===== src/rtl/bp_me_pkg.sv =====
// Message types, the command/response struct and the initiator state enum
// shared by the memory-exercise engine and its credit counter.
package bp_me_pkg;

    localparam int paddr_width_gp     = 40;
    localparam int cce_block_width_gp = 128;

    typedef enum logic [3:0] {
        e_cce_mem_rd    = 4'b0000,
        e_cce_mem_wr    = 4'b0001,
        e_cce_mem_uc_rd = 4'b0010,
        e_cce_mem_uc_wr = 4'b0011,
        e_cce_mem_wb    = 4'b0100,
        e_cce_mem_pre   = 4'b0101
    } bp_cce_mem_cmd_type_e;

    typedef enum logic [2:0] {
        e_mem_msg_size_1  = 3'b000,
        e_mem_msg_size_2  = 3'b001,
        e_mem_msg_size_4  = 3'b010,
        e_mem_msg_size_8  = 3'b011,
        e_mem_msg_size_16 = 3'b100,
        e_mem_msg_size_32 = 3'b101,
        e_mem_msg_size_64 = 3'b110
    } bp_mem_msg_size_e;

    // Same field order and widths as the BlackParrot memory message header
    typedef struct packed {
        logic [15:0]                 payload;
        bp_mem_msg_size_e            size;
        logic [paddr_width_gp-1:0]   addr;
        bp_cce_mem_cmd_type_e        msg_type;
    } bp_cce_mem_msg_header_s;

    typedef struct packed {
        logic [cce_block_width_gp-1:0] data;
        bp_cce_mem_msg_header_s        header;
    } bp_cce_mem_msg_s;

    typedef enum logic [2:0] {
        e_init_idle   = 3'd0,
        e_init_write  = 3'd1,
        e_init_wdrain = 3'd2,
        e_init_read   = 3'd3,
        e_init_rdrain = 3'd4,
        e_init_done   = 3'd5
    } bp_mem_init_state_e;

    function automatic logic [63:0] bp_pattern(input logic [paddr_width_gp-1:0] addr,
                                               input logic [63:0]               seed);
        return 64'(addr) ^ seed;
    endfunction

endpackage


===== src/rtl/bsg_counter_up_down.sv =====
// Saturation-free up/down counter holding the number of commands in flight.
module bsg_counter_up_down #(
    parameter int max_val_p = 4,
    localparam int width_lp = $clog2(max_val_p + 1)
) (
    input  logic                clk_i,
    input  logic                reset_n_i,
    input  logic                up_i,
    input  logic                down_i,
    output logic [width_lp-1:0] count_o
);

    logic [width_lp-1:0] count_q;

    always_ff @(posedge clk_i or negedge reset_n_i) begin
        if (!reset_n_i) begin
            count_q <= '0;
        end else begin
            count_q <= count_q + width_lp'(up_i) - width_lp'(down_i);
        end
    end

    assign count_o = count_q;

endmodule


===== src/rtl/bp_mem_cmd_initiator.sv =====
// Memory-exercise engine: writes a seeded pattern over a word range, drains,
// reads it back and counts mismatching read responses.
module bp_mem_cmd_initiator
    import bp_me_pkg::*;
#(
    parameter int outstanding_p = 4,
    parameter int cnt_width_p   = 16,
    localparam int msg_width_lp = $bits(bp_cce_mem_msg_s),
    localparam int credit_w_lp  = $clog2(outstanding_p + 1)
) (
    input  logic                      clk_i,
    input  logic                      reset_n_i,
    input  logic                      start_i,
    input  logic [paddr_width_gp-1:0] base_addr_i,
    input  logic [cnt_width_p-1:0]    num_words_i,
    input  logic [63:0]               seed_i,
    output logic                      busy_o,
    output logic                      done_o,
    output logic [15:0]               err_cnt_o,
    output logic [paddr_width_gp-1:0] err_addr_o,
    output logic [msg_width_lp-1:0]   mem_cmd_o,
    output logic                      mem_cmd_v_o,
    input  logic                      mem_cmd_ready_i,
    input  logic [msg_width_lp-1:0]   mem_resp_i,
    input  logic                      mem_resp_v_i,
    output logic                      mem_resp_yumi_o
);

    bp_mem_init_state_e        state_q;
    logic [paddr_width_gp-1:0] base_q;
    logic [paddr_width_gp-1:0] addr_q;
    logic [cnt_width_p-1:0]    num_q;
    logic [cnt_width_p-1:0]    remaining_q;
    logic [63:0]               seed_q;
    logic [15:0]               err_cnt_q;
    logic [paddr_width_gp-1:0] err_addr_q;
    logic                      first_err_q;

    logic [credit_w_lp-1:0]    credit;
    bp_cce_mem_msg_s           cmd_msg;
    bp_cce_mem_msg_s           resp_msg;
    logic                      busy;
    logic                      issuing;
    logic                      cmd_v;
    logic                      cmd_hs;
    logic                      resp_count;
    logic                      credit_down;
    logic                      drain_empty;
    logic                      read_mismatch;

    assign resp_msg = bp_cce_mem_msg_s'(mem_resp_i);

    assign busy    = (state_q == e_init_write) || (state_q == e_init_wdrain)
                  || (state_q == e_init_read)  || (state_q == e_init_rdrain);
    assign issuing = (state_q == e_init_write) || (state_q == e_init_read);

    // Valid depends only on registered state so ready never feeds back into it
    assign cmd_v  = issuing && (remaining_q != '0) && (credit < credit_w_lp'(outstanding_p));
    assign cmd_hs = cmd_v && mem_cmd_ready_i;

    // Responses are always consumed; only those seen while busy affect credits or errors
    assign resp_count  = mem_resp_v_i && busy;
    assign credit_down = resp_count && (credit != '0);
    assign drain_empty = (credit == '0) || ((credit == credit_w_lp'(1)) && credit_down);

    assign read_mismatch = resp_count
                        && (resp_msg.header.msg_type == e_cce_mem_uc_rd)
                        && (resp_msg.data[63:0] != bp_pattern(resp_msg.header.addr, seed_q));

    bsg_counter_up_down #(
        .max_val_p (outstanding_p)
    ) credit_counter (
        .clk_i     (clk_i),
        .reset_n_i (reset_n_i),
        .up_i      (cmd_hs),
        .down_i    (credit_down),
        .count_o   (credit)
    );

    always_comb begin
        cmd_msg = '0;
        if (cmd_v) begin
            cmd_msg.header.size = e_mem_msg_size_8;
            cmd_msg.header.addr = addr_q;
            if (state_q == e_init_write) begin
                cmd_msg.header.msg_type = e_cce_mem_uc_wr;
                cmd_msg.data[63:0]      = bp_pattern(addr_q, seed_q);
            end else begin
                cmd_msg.header.msg_type = e_cce_mem_uc_rd;
            end
        end
    end

    always_ff @(posedge clk_i or negedge reset_n_i) begin
        if (!reset_n_i) begin
            state_q     <= e_init_idle;
            base_q      <= '0;
            addr_q      <= '0;
            num_q       <= '0;
            remaining_q <= '0;
            seed_q      <= '0;
            err_cnt_q   <= '0;
            err_addr_q  <= '0;
            first_err_q <= 1'b0;
        end else begin
            case (state_q)
                e_init_idle, e_init_done: begin
                    if (start_i) begin
                        base_q      <= base_addr_i;
                        addr_q      <= base_addr_i;
                        num_q       <= num_words_i;
                        remaining_q <= num_words_i;
                        seed_q      <= seed_i;
                        err_cnt_q   <= '0;
                        err_addr_q  <= '0;
                        first_err_q <= 1'b0;
                        state_q     <= (num_words_i != '0) ? e_init_write : e_init_done;
                    end
                end
                e_init_write, e_init_read: begin
                    if (cmd_hs) begin
                        addr_q      <= addr_q + paddr_width_gp'(8);
                        remaining_q <= remaining_q - cnt_width_p'(1);
                        if (remaining_q == cnt_width_p'(1)) begin
                            state_q <= (state_q == e_init_write) ? e_init_wdrain : e_init_rdrain;
                        end
                    end
                end
                e_init_wdrain: begin
                    if (drain_empty) begin
                        addr_q      <= base_q;
                        remaining_q <= num_q;
                        state_q     <= e_init_read;
                    end
                end
                e_init_rdrain: begin
                    if (drain_empty) begin
                        state_q <= e_init_done;
                    end
                end
                default: state_q <= e_init_idle;
            endcase

            if (read_mismatch) begin
                if (err_cnt_q != 16'hFFFF) begin
                    err_cnt_q <= err_cnt_q + 16'd1;
                end
                if (!first_err_q) begin
                    first_err_q <= 1'b1;
                    err_addr_q  <= resp_msg.header.addr;
                end
            end
        end
    end

    assign busy_o          = busy;
    assign done_o          = (state_q == e_init_done);
    assign err_cnt_o       = err_cnt_q;
    assign err_addr_o      = err_addr_q;
    assign mem_cmd_o       = cmd_msg;
    assign mem_cmd_v_o     = cmd_v;
    assign mem_resp_yumi_o = mem_resp_v_i;

endmodule


===== config.mk =====
export PLATFORM = sky130hd
export DESIGN_NAME = bp_mem_cmd_initiator
export DESIGN_NICKNAME = d
export VERILOG_FILES = /design/src/rtl/bp_me_pkg.sv /design/src/rtl/bsg_counter_up_down.sv /design/src/rtl/bp_mem_cmd_initiator.sv
export SDC_FILE = /design/constraint.sdc
export NUM_CORES = 1
export LEC_CHECK = 0
export CELL_PAD_IN_SITES_DETAIL_PLACEMENT = 0
export CELL_PAD_IN_SITES_GLOBAL_PLACEMENT = 2
export CORE_MARGIN = 2
export CORE_UTILIZATION = 23
export DETAILED_ROUTE_END_ITERATION = 7
export GPL_TIMING_DRIVEN = 0
export HOLD_SLACK_MARGIN = 0.02
export PLACE_DENSITY_LB_ADDON = 0.12
export SLEW_MARGIN = 20
export SYNTH_ARGS = -nofsm -noshare
export SYNTH_HDL_FRONTEND = slang
export SYNTH_SLANG_ARGS = --single-unit

===== constraint.sdc =====
create_clock -name clk_i -period 2.7 [get_ports clk_i]
set_clock_uncertainty 0.2 [all_clocks]
set_input_delay 0.675 -clock clk_i [delete_from_list [all_inputs] [get_ports clk_i]]
set_output_delay 0.675 -clock clk_i [all_outputs]
set_load 0.01 [all_outputs]

==> results of run 1 <==
## Yosys cell counts (all sizes together), types with 17 or more instances
cell / n / area [sq um]
o21ai: 40 / 200
nand4: 20 / 125
xnor2: 87 / 762
and2: 109 / 682
nor2: 111 / 424
o22a: 24 / 210
nor3: 17 / 95.1
nand2: 101 / 387
nor4: 18 / 128
nand3: 42 / 215
a21oi: 86 / 438
xor2: 62 / 543
buf: 114 / 825
dfrtp: 239 / 5980
clkbuf: 55 / 208
mux2: 165 / 1860
## registers in the layout, indices dropped and copies added, names as in the netlist
| name | cells |
|---|---|
| addr_q | 40 |
| base_q | 40 |
| credit_counter.count_o | 3 |
| err_addr_o | 40 |
| err_cnt_o | 16 |
| first_err_q | 1 |
| num_q | 16 |
| remaining_q | 16 |
| seed_q | 64 |
| state_q | 3 |
## what timing repair did
item,in CTS,in global routing
gates cloned,13,3
hold buffers,1,0
endpoints found under the setup margin,348,335
gates resized for setup,904,235
setup buffers,74,44
pin swaps,73,42
endpoints found under the hold margin,42,0
## cell usage in the layout, fill, tap and decap left out, types with 11 or more instances in the layout
| cell | synthesis | routed |
|---|---|---|
| xor2_2 | 0 | 14 |
| mux2_2 | 158 | 124 |
| xnor2_2 | 0 | 13 |
| nand3_1 | 41 | 38 |
| clkbuf_1 | 54 | 29 |
| xnor2_1 | 87 | 72 |
| a21oi_1 | 84 | 70 |
| a31oi_1 | 15 | 15 |
| buf_2 | 20 | 24 |
| buf_8 | 0 | 18 |
| buf_6 | 6 | 142 |
| buf_4 | 87 | 144 |
| mux2_4 | 0 | 41 |
| nand2_1 | 100 | 94 |
| and2_1 | 108 | 49 |
| xor2_1 | 62 | 47 |
| clkbuf_16 | 0 | 49 |
| and2_4 | 0 | 59 |
| conb_1 | 1 | 83 |
| nor3_1 | 15 | 12 |
| a21oi_2 | 2 | 11 |
| o21ai_0 | 40 | 31 |
| nor2_2 | 0 | 24 |
| nor2_4 | 1 | 22 |
| dfrtp_1 | 239 | 229 |
| clkdlybuf4s50_1 | 0 | 256 |
| buf_12 | 0 | 13 |
| o22a_1 | 24 | 24 |
| nor2_1 | 110 | 65 |
| inv_1 | 15 | 11 |
| dlygate4sd2_1 | 0 | 30 |
| nand4_1 | 20 | 20 |
| o22ai_1 | 15 | 15 |
## stage by stage
stage | util, % | hold WS (ps) | instance area (sq um) | setup WS (ps) | power (mW)
global placement | 32.0 | 282 | 19700 | -11550 | 19.0
CTS | 37.1 | 306 | 22900 | -760 | 26.5
finish | 38.5 | 295 | 23700 | -673 | 27.7
floorplan | - | 179 | 14600 | -34.2 | 13.0
global route | 38.5 | 287 | 23700 | -744 | 29.3
detailed placement | 32.1 | 293 | 19800 | -1860 | 19.1
## where the power goes
| group | switching [mW] | internal (mW) | total, mW | leakage, nW |
|---|---|---|---|---|
| registers | 1.73 | 5.16 | 6.89 | 2.89 |
| logic | 7.95 | 8.33 | 16.3 | 6.88 |
| clock network | 1.81 | 2.69 | 4.51 | 0.527 |
| total | 11.5 | 16.2 | 27.7 | 10.3 |
## area by class of cell
| cell class | instances | share of cell area (%) |
|---|---|---|
| Antenna cell | 1 | 0.0106 |
| Clock buffer | 58 | 4.54 |
| Timing Repair Buffer | 526 | 23.2 |
| Inverter | 15 | 0.296 |
| Tap cell | 837 | 4.42 |
| Multi-Input combinational cell | 1111 | 36.8 |
| Clock inverter | 1 | 0.0211 |
| Buffer | 153 | 5.44 |
| Sequential cell | 239 | 25.3 |
## cell families after synthesis
logic type      synth area share (%)
compound gates                  10.5
xor+xnor                        9.12
fa+ha+maj                      0.752
buf+inv                         7.61
flops                           41.8
mux                             13.3
other cells                   0.0262
simple gates                    16.8
## routing by layer
layer / part of all wire, % / up-vias / global-route usage (%)
li1: - / 6159 / -
met1: 43 / 6609 / 27.1
met2: 49 / 359 / 35.8
met3: 5.8 / 72 / 4.48
met4: 2.0 / 4 / 4.90
met5: 0.039 / - / 0
## worst min-delay path by stage
stage	start	end	slack, ps
6_report	mem_resp_i[18]	err_addr_o[14]$_DFF_PN0_	300
5_1_grt	mem_resp_i[18]	err_addr_o[14]$_DFF_PN0_	290
4_1_cts	base_q[37]$_DFFE_PN0P_	base_q[37]$_DFFE_PN0P_	310
3_5_place_dp	num_q[4]$_DFFE_PN0P_	num_q[4]$_DFFE_PN0P_	290
3_3_place_gp	base_q[37]$_DFFE_PN0P_	base_q[37]$_DFFE_PN0P_	280
2_1_floorplan	reset_n_i	addr_q[0]$_DFFE_PN0P_	180
==> flow_metrics.tcl, run 1 <==
set metrics [dict create \
    crit_family "buffers and inverters" \
    cts_buffers 35 \
    r2r_setup_slack_ps -230 \
    p_leak_nw 10.3 \
    grt_max_degree 83 \
    r2r_end "err_addr_o[0]$_DFF_PN0_" \
    ir_worst_vdd_uv 499 \
    violations "setup timing" \
    drive_above_1_share_pct 38.4 \
    hold_viol 0 \
    vias 13200 \
    end_kind "output pin" \
    floorplan.initialDensity_pct 23.2 \
    clockRootBuffer "clkbuf_16" \
    port_buffers 400 \
    finalSetupTns_ps -71540 \
    crit_slowest_cell "dfrtp_1" \
    track_usage_pct 21.0 \
    min_delay_path_depth 2 \
    clock_path_buffers 3 \
    fin_nets 2405 \
    drc 0 \
    cp_data_required_time_ps 1820 \
    setup.worst_path.end "mem_cmd_o[36]" \
    critPathMostFrequentCell "buf_6" \
    grt_overflow 0 \
    syn_avg_cell_area_sq_um 9.85 \
    cp_cell_sequence "nor2_2 -> and3_4 -> and4_4 -> a211oi_4 -> buf_6 -> buf_12 -> clkbuf_16 -> buf_6 -> and2_4 -> buf_6" \
    worstMarginPinSlew_ps 900 \
    syn_area_sq_um 14300 \
    core-area_sq_um 61600 \
    ios 567 \
    synth_edf_count 0 \
    status "finished, violations left" \
    wl_per_cell_um 23.7 \
    instances_no_fill 2941 \
    multi_input_area_sq_um 8720 \
    dp_hpwl_mm 51.4 \
    setup_slack_ps -673 \
    fmax_mhz 296 \
    max_slew_margin_pct 40.0 \
    yosysSeqAreaShare_pct 41.8 \
    worst-path-stages 10 \
    rsz0062_at_grt "true" \
    first_global_vias 13200 \
    clock_sinks 239 \
    dieWidth_um 253 \
    gp_congestion 0.805 \
    cp_max_fo 6 \
    finalMaxSlewViolations 0 \
    dr.pass1.iters 4 \
    clk_latency_ps 560 \
    finalSetupViolCount 165 \
    worst_setup_path_start_kind "flip-flop" \
    antenna_found_initial 4 \
    htreeDepth 2 \
    drtAntennaViolNets 0 \
    drt-total-wl_mm 69.6 \
    max_stage_delay_ps 380 \
    syn2layout_area_growth_pct 65.7 \
    path_clk_slew_ps 60 \
    maxCapViolCount 0 \
    die_h_um 253 \
    critPathLaunch "remaining_q[5]$_DFFE_PN0P_" \
    grt_pass1_wl_mm 96.9 \
    cts_tree "built" \
    rows 91 \
    async_flop_share_pct 100 \
    finalCriticalPeriod_ps 3370 \
    ys_warn_count 0 \
    r2r_start "state_q[0]$_DFFE_PN0P_" \
    register_area_sq_um 5990 \
    syn_inst 1452 \
    vias_per_cell 4.49 \
    fin_crit_sh_pct 125 \
    dp.cells 2774 \
    worstHoldPathType "primary input to flip-flop" \
    dieArea_sq_um 64200 \
    cp.buffers_inverters 5 \
    cp.arrival_ps 2500 \
    fillCellCount 6159 \
    ys_dominant_reg_cell "dfrtp_1" \
    ys_ff_latch 239 \
    first_iter_violations 755 \
    worst-r2r-cell-count 11 \
    p_per_area_nw_per_um2 1170 \
    synth_cell_types 68 \
    path_class "flip-flop to output pin" \
]
Note: power is estimated with default switching activity, not from simulation.
==> run 2: changes to the inputs <==
REMOVE_ABC_BUFFERS = 1   (was not set)
==> flow_metrics.tcl, run 2 (synthesized netlist as in run 1, its figures left out) <==
set metrics [dict create \
    gp_congestion 0.765 \
    register_area_sq_um 6000 \
    met3_wirelength_mm 3.05 \
    ir_worst_vdd_uv 504 \
    setup_slack_ps -794 \
    worst_setup_path_start_kind "flip-flop" \
    fillCellCount 6222 \
    dieArea_sq_um 64200 \
    drive_above_1_share_pct 34.0 \
    hold_viol 0 \
    grt_overflow 0 \
    antenna_found_initial 4 \
    die_h_um 253 \
    vias 12800 \
    clock_sinks 239 \
    largest_register_ff_count 64 \
    fin_util_pct 37.2 \
    critPathMostFrequentCell "buf_6" \
    drc 0 \
    end_kind "output pin" \
    vias_per_cell 4.51 \
    maxCapViolCount 0 \
    cp_data_required_time_ps 1820 \
    finalSetupViolCount 209 \
    ios 567 \
    first_iter_violations 671 \
    floorplan.initialDensity_pct 23.2 \
    core-area_sq_um 61600 \
    cts_tree "built" \
    clock_path_buffers 3 \
    status "finished, violations left" \
    dieWidth_um 253 \
    dp_hpwl_mm 44.8 \
    most-common-layout-cells "272 x clkdlybuf4s50_1, 233 x dfrtp_1, 125 x mux2_2, 121 x buf_6, 94 x nand2_1" \
    worstHoldPathType "flip-flop to flip-flop" \
    max_slew_margin_pct 43.3 \
    worstMarginPinSlew_ps 849 \
    drt-total-wl_mm 67.2 \
    grt_pass1_wl_mm 92.6 \
    multi_input_area_sq_um 8750 \
    highest_layer "met5" \
    cp.arrival_ps 2620 \
    rsz0062_at_grt "true" \
    fmax_mhz 286 \
    first_global_vias 12900 \
    port_buffers 400 \
    fin_crit_sh_pct 129 \
    finalMaxSlewViolations 0 \
    wl_per_cell_um 23.6 \
    cp_max_fo 6 \
    clk_latency_ps 540 \
    syn2layout_area_growth_pct 60.4 \
    rows 91 \
    cp.buffers_inverters 6 \
    clockRootBuffer "clkbuf_16" \
    violations "setup timing" \
    crit_family "buffers and inverters" \
    path_class "flip-flop to output pin" \
    wl_met2_mm 33.7 \
    finalCriticalPeriod_ps 3490 \
    top_register "seed_q" \
    dr.pass1.iters 5 \
    drt-met1-wl_mm 29.0 \
    path_clk_slew_ps 50 \
    hold_slack_ps 297 \
    crit_slowest_cell "dfrtp_1" \
    finalSetupTns_ps -90540 \
    p_per_area_nw_per_um2 1200 \
    max_stage_delay_ps 390 \
    fin_nets 2309 \
    p_leak_nw 9.72 \
    track_usage_pct 19.7 \
    cts_buffers 35 \
    grt_max_degree 76 \
    layout_commonest_cell "clkdlybuf4s50_1" \
    cp_cell_sequence "nor2_4 -> and3_4 -> and4_4 -> a211oi_4 -> buf_12 -> nand2b_4 -> buf_4 -> buf_6 -> buf_6 -> buf_6 -> nor2_4 -> buf_6" \
    drtAntennaViolNets 0 \
    power_mw 27.5 \
    htreeDepth 2 \
]
==> run 2: changes by cell type in the layout (fill, tap and decap cells not counted), moves of 13 or more <==
cell,change
dlygate4sd2_1,-23
buf_6,-21
clkbuf_1,-15
xor2_1,+13
buf_4,-66
clkdlybuf4s50_1,+16
==> run 2: cell type report <==
class	count	share of cell area, %
well taps	837	4.57
inverters	15	0.295
repair inverters	1	0.0327
repair buffers	567	26.1
clock buffers	57	4.63
clock inverters	3	0.0818
multi-input cells	1126	38.1
flip-flops and latches	239	26.1
diodes	3	0.0327
==> run 2: per-layer routing <==
| metal | vias to the layer above | global-route usage, % |
|---|---|---|
| met5 | - | 0 |
| met4 | 6 | 3.77 |
| met3 | 73 | 3.70 |
| met2 | 314 | 34.1 |
| met1 | 6438 | 25.6 |
| li1 | 6000 | - |
==> run 2: per-stage QoR <==
step	instance area, sq um	setup WS (ps)	instances
CTS	21900	-874	2819
finish	22900	-794	2848
global route	22900	-919	2845
floorplan	13600	-13200	1365
detailed placement	19200	-2090	2647
global placement	18600	-28620	2602
==> run 2: power by group <==
| group | total (mW) | internal, mW | switching [mW] |
|---|---|---|---|
| Combinational | 16.0 | 8.38 | 7.63 |
| Sequential | 6.95 | 5.16 | 1.79 |
| Clock | 4.49 | 2.67 | 1.82 |
| Total | 27.5 | 16.2 | 11.2 |
==> run 2: timing repair <==
item / in CTS / in global routing
setup endpoints to repair: 337 / 265
endpoints found under the hold margin: 36 / 0
pin swaps: 48 / 42
setup buffers: 101 / 25
cloned: 15 / 10
hold buffers: 1 / 0
gates resized for setup: 716 / 215
==> run 2: path summary, 6_finish.rpt <==
| path | startpoint | to | slack, ps | cells past startpoint |
|---|---|---|---|---|
| max in group asynchronous | reset_n_i | seed_q[57]$_DFFE_PN0P_ | 720 | 4 |
| hold reg to reg | base_q[37]$_DFFE_PN0P_ | base_q[37]$_DFFE_PN0P_ | 300 | 1 |
| min in group asynchronous | reset_n_i | err_addr_o[2]$_DFF_PN0_ | 400 | 2 |
| setup reg to reg | seed_q[54]$_DFFE_PN0P_ | err_cnt_o[3]$_DFF_PN0_ | -380 | 11 |
| setup / recovery | remaining_q[3]$_DFFE_PN0P_ | mem_cmd_o[91] | -790 | 12 |
| hold / removal | base_q[37]$_DFFE_PN0P_ | base_q[37]$_DFFE_PN0P_ | 300 | 1 |
==> run 2: worst reg2reg max path, cell delays in order (launching register included) <==
cell and delay, ps:
dfrtp_1 400, xor2_1 190, nor4_4 350, nand4_1 400, nor4_4 360, buf_4 180
a31oi_4 150, buf_6 190, buf_12 120, a21oi_4 180, buf_12 150, a221o_1 150
==> run 3: changes to the inputs <==
CELL_PAD_IN_SITES_DETAIL_PLACEMENT = not set   (was 0)
CELL_PAD_IN_SITES_GLOBAL_PLACEMENT = not set   (was 2)
CORE_AREA = 2 2 223 225   (was not set)
CORE_MARGIN = not set   (was 2)
CORE_UTILIZATION = not set   (was 23)
DIE_AREA = 0 0 225 227   (was not set)
==> flow_metrics.tcl, run 3 (synthesized netlist as in run 1, its figures left out) <==
set metrics [dict create \
    status "finished, violations left" \
    violations "setup timing" \
    internal_power_mw 16.7 \
    dieWidth_um 225 \
    grt_overflow 0 \
    worstMarginPinSlew_ps 858 \
    syn2layout_area_growth_pct 62.5 \
    vias 13200 \
    end_kind "output pin" \
    drive_above_1_share_pct 36.7 \
    clockRootBuffer "clkbuf_16" \
    wl_per_cell_um 23.5 \
    cp_cell_sequence "nor2_2 -> and3_4 -> and4_4 -> a211oi_4 -> buf_12 -> nand2b_4 -> buf_12 -> clkinvlp_4 -> buf_6 -> and2_4 -> buf_6" \
    power.share.switching_pct 40.4 \
    cp_data_required_time_ps 1820 \
    setup_slack_ps -822 \
    finalSetupViolCount 247 \
    dieArea_sq_um 51100 \
    final_area_sq_um 23200 \
    p_per_area_nw_per_um2 1210 \
    cp.arrival_ps 2650 \
    max_stage_delay_ps 410 \
    cts_tree "built" \
    core-area_sq_um 48500 \
    cp_max_fo 4 \
    hold_viol 0 \
    path_class "flip-flop to output pin" \
    max_slew_margin_pct 42.7 \
    power_frac_seq_pct 24.8 \
    dr.pass1.iters 5 \
    first_global_vias 13000 \
    worst-r2r-cell-count 8 \
    layout_commonest_cell "clkdlybuf4s50_1" \
    largest_register_ff_count 64 \
    fillCellCount 4479 \
    rows 81 \
    fin_crit_sh_pct 130 \
    maxCapViolCount 0 \
    register_area_sq_um 6000 \
    cts_buffers 31 \
    fin_nets 2326 \
    ios 567 \
    clkPwrFrac_pct 15.2 \
    fmax_mhz 284 \
    antenna_found_initial 9 \
    grt_pass1_wl_mm 85.9 \
    power_mw 28.1 \
    ir_worst_vdd_uv 584 \
    instances_no_fill 2652 \
    clk_latency_ps 580 \
    vias_per_cell 4.99 \
    track_usage_pct 22.7 \
    clock_path_buffers 3 \
    grt_max_degree 86 \
    p_leak_nw 9.98 \
    placed_area_sq_um 18900 \
    dp.cells 2427 \
    dp_hpwl_mm 40.0 \
    worst_setup_path_start_kind "flip-flop" \
    crit_slowest_cell "dfrtp_1" \
    drc 0 \
    top_register "seed_q" \
    die_h_um 227 \
    drtAntennaViolNets 0 \
    htreeDepth 1 \
    finalMaxSlewViolations 0 \
    path_clk_slew_ps 60 \
    port_buffers 400 \
    min_delay_path_depth 2 \
    clock_sinks 239 \
    switchingPower_mw 11.3 \
    worstHoldPathType "primary input to flip-flop" \
    first_iter_violations 767 \
    combPwrFrac_pct 60.0 \
    rsz0062_at_grt "true" \
    gp_congestion 0.800 \
    drt-total-wl_mm 62.4 \
    most-common-layout-cells "258 x clkdlybuf4s50_1, 232 x dfrtp_1, 125 x buf_6, 100 x mux2_2, 93 x nand2_1" \
    finalCriticalPeriod_ps 3520 \
    floorplan.initialDensity_pct 29.5 \
    multi_input_area_sq_um 9050 \
]
==> run 3: cell count changes in the layout (fill, tap and decap cells not counted), moves of 5 or more <==
cell	delta
mux2_2	-25
mux2_4	+25
dlygate4sd2_1	+21
a21oi_1	-14
clkdlybuf4s50_1	-14
a21oi_2	+13
xor2_1	-11
xor2_2	+11
buf_12	+10
clkbuf_1	-7
dlymetal6s2s_1	-7
buf_8	+6
clkinv_2	+5
nor2_2	+5
==> run 3: worst max-delay path, delay by kind of cell, from the launching register on <==
family / cells / cell delay (ps)
buffers and inverters: 5 / 680
AOI/OAI and AO/OA: 1 / 80
and+or+nand+nor: 5 / 890
DFF: 1 / 410
==> run 3: path summary, 6_finish.rpt <==
kind,end,startpoint,slack [ps]
worst max-delay path,mem_cmd_o[122],remaining_q[3]$_DFFE_PN0P_,-820
worst min-delay path,err_addr_o[31]$_DFF_PN0_,mem_resp_i[35],300
worst max register to register,err_addr_o[33]$_DFF_PN0_,state_q[0]$_DFFE_PN0P_,-300
worst min register to register,base_q[37]$_DFFE_PN0P_,base_q[37]$_DFFE_PN0P_,300
max in group asynchronous,seed_q[54]$_DFFE_PN0P_,reset_n_i,460
min in group asynchronous,err_addr_o[17]$_DFF_PN0_,reset_n_i,500
==> run 3: final cells by class <==
type,count,area share [%]
diodes,5,0.0538
clock buffers,45,3.86
clock inverters,11,0.576
inverters,15,0.291
multi-input cells,1128,38.9
flip-flops and latches,239,25.8
well taps,622,3.35
repair buffers,585,27.1
repair inverters,2,0.0646
==> run 3: per-stage QoR <==
stage                     utilization (%)  TNS [ps]  hold WS [ps]  worst slack (ps)
after floorplan                         -  -2686130           179            -13200
after global placement               37.8  -8014320           281            -25850
after detailed placement             38.9   -372630           293             -2140
after CTS                            44.8   -102480           265              -828
after global routing                 47.9   -112790           287              -902
final                                47.9    -95310           302              -822
==> run 3: timing repair <==
action,in CTS,in global routing
pin swaps,52,82
gates resized for setup,738,304
cloned,22,11
buffers inserted,100,55
endpoints found under the hold margin,81,0
hold buffers,1,0
endpoints found under the setup margin,346,294
==> run 3: routing by layer <==
layer	vias to the layer above	share of wire, %	routed length, um	track usage (%)
li1	6000	-	-	-
met4	12	3.2	2020	7.93
met3	112	6.4	3990	4.80
met2	499	50	31300	39.5
met1	6605	40	25000	27.8
met5	-	0.11	67	0
==> run 3: power by group through the flow <==
| stage | clock network (mW) | logic [mW] | registers [mW] |
|---|---|---|---|
| floorplan | 0 | 5.88 | 6.33 |
| global placement | 0 | 9.35 | 6.53 |
| detailed placement | 0 | 11.3 | 7.00 |
| CTS | 4.38 | 14.3 | 6.87 |
| global route | 4.53 | 17.9 | 7.20 |
| finish | 4.27 | 16.9 | 6.96 |
